$ cat config.mk
export PLATFORM = sky130hd
export DESIGN_NAME = decode_scoreboard
export DESIGN_NICKNAME = d
export VERILOG_FILES = /design/src/rtl/decode_pkg.sv /design/src/rtl/decode_regfile.sv /design/src/rtl/decode_scoreboard.sv
export SDC_FILE = /design/constraint.sdc
export NUM_CORES = 2
export LEC_CHECK = 0
export ABC_CLOCK_PERIOD_IN_PS = 11300
export CAP_MARGIN = 25
export CORE_ASPECT_RATIO = 0.9
export CORE_MARGIN = 8
export CORE_UTILIZATION = 28
export CTS_BUF_LIST = sky130_fd_sc_hd__clkbuf_16
export DETAILED_ROUTE_END_ITERATION = 10
export SLEW_MARGIN = 20
export SYNTH_ARGS = -nofsm -noshare
export SYNTH_HDL_FRONTEND = slang
export SYNTH_SLANG_ARGS = --single-unit
$ cat constraint.sdc
create_clock -name clk -period 11.3 [get_ports clk]
set_input_delay 2.26 -clock clk [delete_from_list [all_inputs] [get_ports clk]]
set_output_delay 2.26 -clock clk [all_outputs]
set_load 0.02 [all_outputs]
$ cat src/rtl/decode_pkg.sv
// Shared TinyRV1 decode types, encodings and control bundle
// for the scoreboarded decode stage.
package decode_pkg;

    typedef enum logic [3:0] {
        ADD, ADDI, MUL, LW, SW, JAL, JR, BNE, ILLEGAL
    } uop_t;

    typedef enum logic [1:0] {
        IMM_I, IMM_S, IMM_B, IMM_J
    } imm_type_t;

    localparam logic [6:0] OPC_OP     = 7'b0110011;
    localparam logic [6:0] OPC_OPIMM  = 7'b0010011;
    localparam logic [6:0] OPC_LOAD   = 7'b0000011;
    localparam logic [6:0] OPC_STORE  = 7'b0100011;
    localparam logic [6:0] OPC_JAL    = 7'b1101111;
    localparam logic [6:0] OPC_JALR   = 7'b1100111;
    localparam logic [6:0] OPC_BRANCH = 7'b1100011;

    localparam logic [2:0] F3_ADD = 3'b000;
    localparam logic [2:0] F3_W   = 3'b010;
    localparam logic [2:0] F3_BNE = 3'b001;
    localparam logic [6:0] F7_ADD = 7'b0000000;
    localparam logic [6:0] F7_MUL = 7'b0000001;

    typedef struct packed {
        uop_t      uop;
        logic      rs1_en;
        logic      rs2_en;
        logic      wen;
        imm_type_t imm_type;
        logic      op2_imm;
    } decode_ctrl_t;

    localparam decode_ctrl_t CTRL_ILLEGAL = '{
        uop: ILLEGAL, rs1_en: 1'b0, rs2_en: 1'b0,
        wen: 1'b0, imm_type: IMM_I, op2_imm: 1'b0
    };

    function automatic logic [31:0] imm_ext(
        input logic [31:0] i,
        input imm_type_t   t
    );
        logic [31:0] r;
        unique case (t)
            IMM_S:   r = {{20{i[31]}}, i[31:25], i[11:7]};
            IMM_B:   r = {{19{i[31]}}, i[31], i[7],
                          i[30:25], i[11:8], 1'b0};
            IMM_J:   r = {{11{i[31]}}, i[31], i[19:12],
                          i[20], i[30:21], 1'b0};
            default: r = {{20{i[31]}}, i[31:20]};
        endcase
        return r;
    endfunction

endpackage

$ cat src/rtl/decode_regfile.sv
// 32x32 register file, two read ports, N write ports; reads
// see same-cycle writes, x0 reads as zero.
module decode_regfile #(
    parameter int p_num_wb = 2
) (
    input  logic        clk,
    input  logic [4:0]  raddr0,
    output logic [31:0] rdata0,
    input  logic [4:0]  raddr1,
    output logic [31:0] rdata1,
    input  logic        wen   [p_num_wb],
    input  logic [4:0]  waddr [p_num_wb],
    input  logic [31:0] wdata [p_num_wb]
);

    logic [31:0] mem [32];

    // Later ports override earlier ones on an address clash.
    always_ff @(posedge clk) begin
        for (int i = 0; i < p_num_wb; i++) begin
            if (wen[i] && waddr[i] != 5'd0) begin
                mem[waddr[i]] <= wdata[i];
            end
        end
    end

    always_comb begin
        rdata0 = mem[raddr0];
        rdata1 = mem[raddr1];
        for (int i = 0; i < p_num_wb; i++) begin
            if (wen[i] && waddr[i] == raddr0) rdata0 = wdata[i];
            if (wen[i] && waddr[i] == raddr1) rdata1 = wdata[i];
        end
        if (raddr0 == 5'd0) rdata0 = '0;
        if (raddr1 == 5'd0) rdata1 = '0;
    end

endmodule

$ cat src/rtl/decode_scoreboard.sv
// In-order TinyRV1 decode stage: instruction FIFO, decode,
// register read and pending-write scoreboard with hazard stall.
module decode_scoreboard
    import decode_pkg::*;
#(
    parameter int p_addr_bits = 32,
    parameter int p_inst_bits = 32,
    parameter int p_buf_depth = 2,
    parameter int p_num_wb    = 2
) (
    input  logic                   clk,
    input  logic                   rst,
    input  logic                   F_val,
    output logic                   F_rdy,
    input  logic [p_inst_bits-1:0] F_inst,
    input  logic [p_addr_bits-1:0] F_pc,
    output logic                   X_val,
    input  logic                   X_rdy,
    output logic [p_addr_bits-1:0] X_pc,
    output uop_t                   X_uop,
    output logic [31:0]            X_op1,
    output logic [31:0]            X_op2,
    output logic [31:0]            X_imm,
    output logic [4:0]             X_waddr,
    output logic                   X_wen,
    input  logic                   W_val   [p_num_wb],
    input  logic [4:0]             W_waddr [p_num_wb],
    input  logic [31:0]            W_wdata [p_num_wb],
    input  logic                   squash
);

    localparam int PW = $clog2(p_buf_depth) + 1;
    localparam int IW = PW - 1;

    logic [PW-1:0]          wptr;
    logic [PW-1:0]          rptr;
    logic [p_addr_bits-1:0] buf_pc   [p_buf_depth];
    logic [p_inst_bits-1:0] buf_inst [p_buf_depth];
    logic                   empty;
    logic                   full;
    logic                   enq;
    logic                   issue;

    assign empty = (wptr == rptr);
    assign full  = (wptr[IW-1:0] == rptr[IW-1:0]) &&
                   (wptr[PW-1] != rptr[PW-1]);
    assign F_rdy = !full && !squash && !rst;
    assign enq   = F_val && F_rdy;

    always_ff @(posedge clk or posedge rst) begin
        if (rst) begin
            wptr <= '0;
            rptr <= '0;
        end else if (squash) begin
            wptr <= '0;
            rptr <= '0;
        end else begin
            if (enq)   wptr <= wptr + PW'(1);
            if (issue) rptr <= rptr + PW'(1);
        end
    end

    always_ff @(posedge clk) begin
        if (enq) begin
            buf_pc[wptr[IW-1:0]]   <= F_pc;
            buf_inst[wptr[IW-1:0]] <= F_inst;
        end
    end

    logic [31:0] inst;
    logic [6:0]  opcode;
    logic [2:0]  f3;
    logic [6:0]  f7;
    logic [4:0]  rs1;
    logic [4:0]  rs2;
    logic [4:0]  rd;

    assign inst   = buf_inst[rptr[IW-1:0]][31:0];
    assign X_pc   = buf_pc[rptr[IW-1:0]];
    assign opcode = inst[6:0];
    assign rd     = inst[11:7];
    assign f3     = inst[14:12];
    assign rs1    = inst[19:15];
    assign rs2    = inst[24:20];
    assign f7     = inst[31:25];

    logic is_add, is_mul, is_addi, is_lw;
    logic is_sw, is_jal, is_jr, is_bne;

    assign is_add  = opcode == OPC_OP && f3 == F3_ADD && f7 == F7_ADD;
    assign is_mul  = opcode == OPC_OP && f3 == F3_ADD && f7 == F7_MUL;
    assign is_addi = opcode == OPC_OPIMM && f3 == F3_ADD;
    assign is_lw   = opcode == OPC_LOAD && f3 == F3_W;
    assign is_sw   = opcode == OPC_STORE && f3 == F3_W;
    assign is_jal  = opcode == OPC_JAL;
    assign is_jr   = opcode == OPC_JALR && f3 == F3_ADD;
    assign is_bne  = opcode == OPC_BRANCH && f3 == F3_BNE;

    decode_ctrl_t ctrl;

    always_comb begin
        ctrl = CTRL_ILLEGAL;
        unique case (1'b1)
            is_add:  ctrl = '{ADD,  1'b1, 1'b1, 1'b1, IMM_I, 1'b0};
            is_mul:  ctrl = '{MUL,  1'b1, 1'b1, 1'b1, IMM_I, 1'b0};
            is_addi: ctrl = '{ADDI, 1'b1, 1'b0, 1'b1, IMM_I, 1'b1};
            is_lw:   ctrl = '{LW,   1'b1, 1'b0, 1'b1, IMM_I, 1'b1};
            is_sw:   ctrl = '{SW,   1'b1, 1'b1, 1'b0, IMM_S, 1'b0};
            is_jal:  ctrl = '{JAL,  1'b0, 1'b0, 1'b1, IMM_J, 1'b0};
            is_jr:   ctrl = '{JR,   1'b1, 1'b0, 1'b0, IMM_I, 1'b0};
            is_bne:  ctrl = '{BNE,  1'b1, 1'b1, 1'b0, IMM_B, 1'b0};
            default: ctrl = CTRL_ILLEGAL;
        endcase
    end

    logic [31:0] rdata1;
    logic [31:0] rdata2;

    decode_regfile #(
        .p_num_wb (p_num_wb)
    ) u_regfile (
        .clk    (clk),
        .raddr0 (rs1),
        .rdata0 (rdata1),
        .raddr1 (rs2),
        .rdata1 (rdata2),
        .wen    (W_val),
        .waddr  (W_waddr),
        .wdata  (W_wdata)
    );

    assign X_uop   = ctrl.uop;
    assign X_waddr = rd;
    assign X_wen   = ctrl.wen && rd != 5'd0;
    assign X_imm   = imm_ext(inst, ctrl.imm_type);
    assign X_op1   = rdata1;
    assign X_op2   = ctrl.op2_imm ? X_imm : rdata2;

    logic [31:0] pending;
    logic [31:0] pending_next;
    logic        rs1_hit;
    logic        rs2_hit;
    logic        rd_hit;
    logic        hazard;

    always_comb begin
        rs1_hit = 1'b0;
        rs2_hit = 1'b0;
        rd_hit  = 1'b0;
        for (int i = 0; i < p_num_wb; i++) begin
            if (W_val[i] && W_waddr[i] == rs1) rs1_hit = 1'b1;
            if (W_val[i] && W_waddr[i] == rs2) rs2_hit = 1'b1;
            if (W_val[i] && W_waddr[i] == rd)  rd_hit  = 1'b1;
        end
    end

    assign hazard = (ctrl.rs1_en && pending[rs1] && !rs1_hit) ||
                    (ctrl.rs2_en && pending[rs2] && !rs2_hit) ||
                    (X_wen && pending[rd] && !rd_hit);

    assign X_val = !empty && !hazard && !squash;
    assign issue = X_val && X_rdy;

    // Issue is applied after completions so a same-cycle set wins.
    always_comb begin
        pending_next = pending;
        for (int i = 0; i < p_num_wb; i++) begin
            if (W_val[i]) pending_next[W_waddr[i]] = 1'b0;
        end
        if (issue && X_wen) pending_next[rd] = 1'b1;
        pending_next[0] = 1'b0;
    end

    always_ff @(posedge clk or posedge rst) begin
        if (rst) pending <= '0;
        else     pending <= pending_next;
    end

endmodule

==> summary.txt <==
Detailed routing
  • Final wirelength: 321000 µm
  • DR pass1 iterations: 11
  • Post-DR wirelength/cell: 29.4 µm
  • DR DRC count: 1
  • Vias/cell: 6.04
  • Via count: 65900
  • DRT iter0 DRCs: 12300
  • Detail Route Antenna Nets: 0

Power
  • Seq pwr share: 40.8%
  • Internal Pwr Total: 8.37 mW
  • Net Switching: 4.01 mW
  • Combinational share of power: 23.2%
  • P_leak: 29.4 nW
  • Power share of the clock group: 35.9%
  • PwrDens: 149 nW/µm²
  • Sw Share: 32.4%
  • VDD IR max: 122 µV
  • Pwr Total: 12.4 mW

Setup path
  • CP endpoint kind: output pin
  • CP Max Fanout: 17
  • Worst EP required: 9.04 ns
  • Worst setup SP type: input pin
  • Crit path DAT: 7.19 ns
  • CP Class: input pin to output pin

Clock tree
  • Htree depth: 4
  • Sinks on the clock net: 1187
  • CTS tree: yes
  • Setup bufs post-CTS: 0
  • Hold_buf cts: 0
  • CTS resizes: 0
  • Max clock buf depth: 3
  • CTS Buf Count: 138
  • Clock Tree Root: clkbuf_16
  • Clock transition at path regs: 0.06 ns
  • Clock insertion delay at the later pin of the skew report: 0.82 ns

Place
  • GPL Wtd Cong: 0.907
  • IO Port Bufs: 284
  • Post-DP HPWL: 175000 µm

STA
  • Setup TNS Final: 0 ns
  • Worst Max-Slew Pin Slew: 1.20 ns
  • Fin crit share: 83.6%
  • Clock skew: 0.0265 ns
  • Hold Fails Final Rpt: 0
  • Max Slew Vio Count: 0
  • Final Critical Period: 9.45 ns
  • Max-slew headroom: 19.9%
  • RSZ-0062 raised after global routing: false
  • Final setup fails: 0
  • Peak Freq: 106 MHz

Synthesis
  • Synth Warn #: 0
  • Asr flop ratio synth: 2.95%
  • Synth Instances: 7568
  • Seq cells post-synth: 1187
  • Seq/Total Area, Yosys: 49.1%
  • Number of flops mapped to enable cells by yosys: 1152
  • Avg Cell Area, Syn: 9.55 µm²
  • Post-synthesis cell area: 72300 µm²
  • Main flop type after synthesis: edfxtp_1
  • Unique masters post-synth: 86

GRT
  • Largest net degree at the start of global routing: 173
  • Grt total ovfl: 0
  • Vias in the first global route: 61000
  • First-pass GRT wire length: 446000 µm
  • Initial antenna violation count: 15
  • Tot GR Track Use: 22.1%

Min path
  • HP Class: register to register

Layout
  • Post-layout nets: 7549
  • Layout cells sized above 1: 19.9%
  • Fill count: 25900
  • Area growth syn-to-layout: 15.0%
  • Storage element area: 35500 µm²
  • Footprint of the multi-input gates: 34100 µm²

Die
  • Die Wd: 552 µm
  • Initial core utilization: 28.1%
  • Cell row count: 177
  • Die Y: 498 µm
  • Ports: 285
  • Full die area: 275000 µm²
  • Core Region: 258000 µm²

Status
  • Status: complete, but fails checks
  • Failing checks: design-rule violations

Flow run
  • Max-capacitance violation count: 0
==> flip-flops by register name, summed over array words and instances (netlist names) <==
name / flops
pending: 31
u_regfile.mem: 1024
buf_inst: 64
rptr: 2
wptr: 2
buf_pc: 64
==> metal layers <==
metal  wire, µm  GRT usage, %  up-vias  part of all wire (%)
met2     129000          30.5     5847                    40
met1     121000          29.8    32100                    38
met4      15900          10.2       16                   4.9
met3      55400          8.91      989                    17
met5        148             0        -                 0.046
li1           -             -    26900                     -
==> path summary, 6_finish.rpt <==
check                             from     endpoint  slack [ns]  cells past startpoint
max in group asynchronous          rst      rptr[0]        9.01                      3
hold / removal             pending[28]  pending[28]        0.57                      2
setup reg to reg               rptr[0]  pending[22]        6.05                     11
setup / recovery            W_waddr[4]    X_op2[18]        1.85                      9
hold reg to reg            pending[28]  pending[28]        0.57                      2
min in group asynchronous          rst      rptr[1]        1.91                      3
==> cells in the mapped netlist (all sizes together) (42+ instances only) <==
master  instances  share of area (%)
and3          117                1.0
o21ai         105               0.74
mux2          950                 15
a311oi        242                2.9
nor4           65               0.57
nand2        2327                 12
buf           227                1.6
nor2           57               0.30
inv            45               0.23
mux2i          42               0.67
nand3         903                6.3
nor3           66               0.54
edfxtp       1152                 48
o22ai          70               0.61
clkbuf        603                3.1
a21oi         202                1.4
==> cells in the final DEF, fill, tap and decap left out, drive strengths merged, types with 35 or more instances in the layout <==
cell / count
edfxtp: 1152
a311oi: 242
clkbuf: 139
nor2: 57
nand3: 903
clkdlybuf4s50: 264
mux2: 950
mux2i: 42
nor3: 66
buf: 231
o21ai: 105
a21oi: 202
nor4: 65
inv: 84
o221ai: 39
o22ai: 70
nand2: 2327
dfrtp: 35
clkinv: 53
and3: 117
==> worst max-delay path: stages <==
cell and delay [ns]:
clkdlybuf4s50_1 0.63, xor2_1 0.27, nor4_1 0.75, nand2_2 0.77, nand2_2 0.66, buf_4 0.42
o221ai_1 0.19, o21ai_0 0.47, clkdlybuf4s50_1 0.72
==> stage by stage <==
step / instances / hold slack, ns / setup WS [ns] / utilization [%] / area [µm²]
6_report: 10900 / 0.571 / 1.85 / 32.3 / 83100
4_1_cts: 10900 / 0.558 / 1.90 / 32.2 / 82900
5_1_grt: 10900 / 0.570 / 1.78 / 32.3 / 83100
2_1_floorplan: 7599 / 0.509 / 4.71 / - / 72400
3_5_place_dp: 10700 / 0.544 / 1.93 / 30.5 / 78500
3_3_place_gp: 10600 / 0.534 / 1.51 / 30.4 / 78400
==> layout make-up <==
cell class	instances	area share, %
diodes	8	0.0241
multi-input cells	5537	41.0
repair buffers	495	5.74
well taps	3401	5.12
clock buffers	139	4.19
clock inverters	106	1.02
flip-flops and latches	1187	42.7
inverters	45	0.203
==> power groups by stage <==
stage	combinational (mW)	sequential, mW	clock [mW]
floorplan	1.67	5.11	0
global placement	2.74	5.14	0
detailed placement	2.77	5.14	0
CTS	2.78	5.05	4.48
global route	3.00	5.07	4.63
finish	2.88	5.06	4.45
==> cells by family (layout without fill, tap and decap cells) <==
| group | after synthesis | count (layout) | share of synthesized area (%) |
|---|---|---|---|
| xor gates and xnor gates | 32 | 32 | 0.388 |
| other | 1 | 40 | 0.00519 |
| buffers and inverters | 875 | 785 | 4.92 |
| DFF | 1187 | 1187 | 49.1 |
| AOI/OAI and AO/OA | 843 | 843 | 8.24 |
| and+or+nand+nor | 3633 | 3633 | 21.7 |
| muxes | 997 | 997 | 15.6 |
No activity file was read; power rests on OpenSTA's default activity.
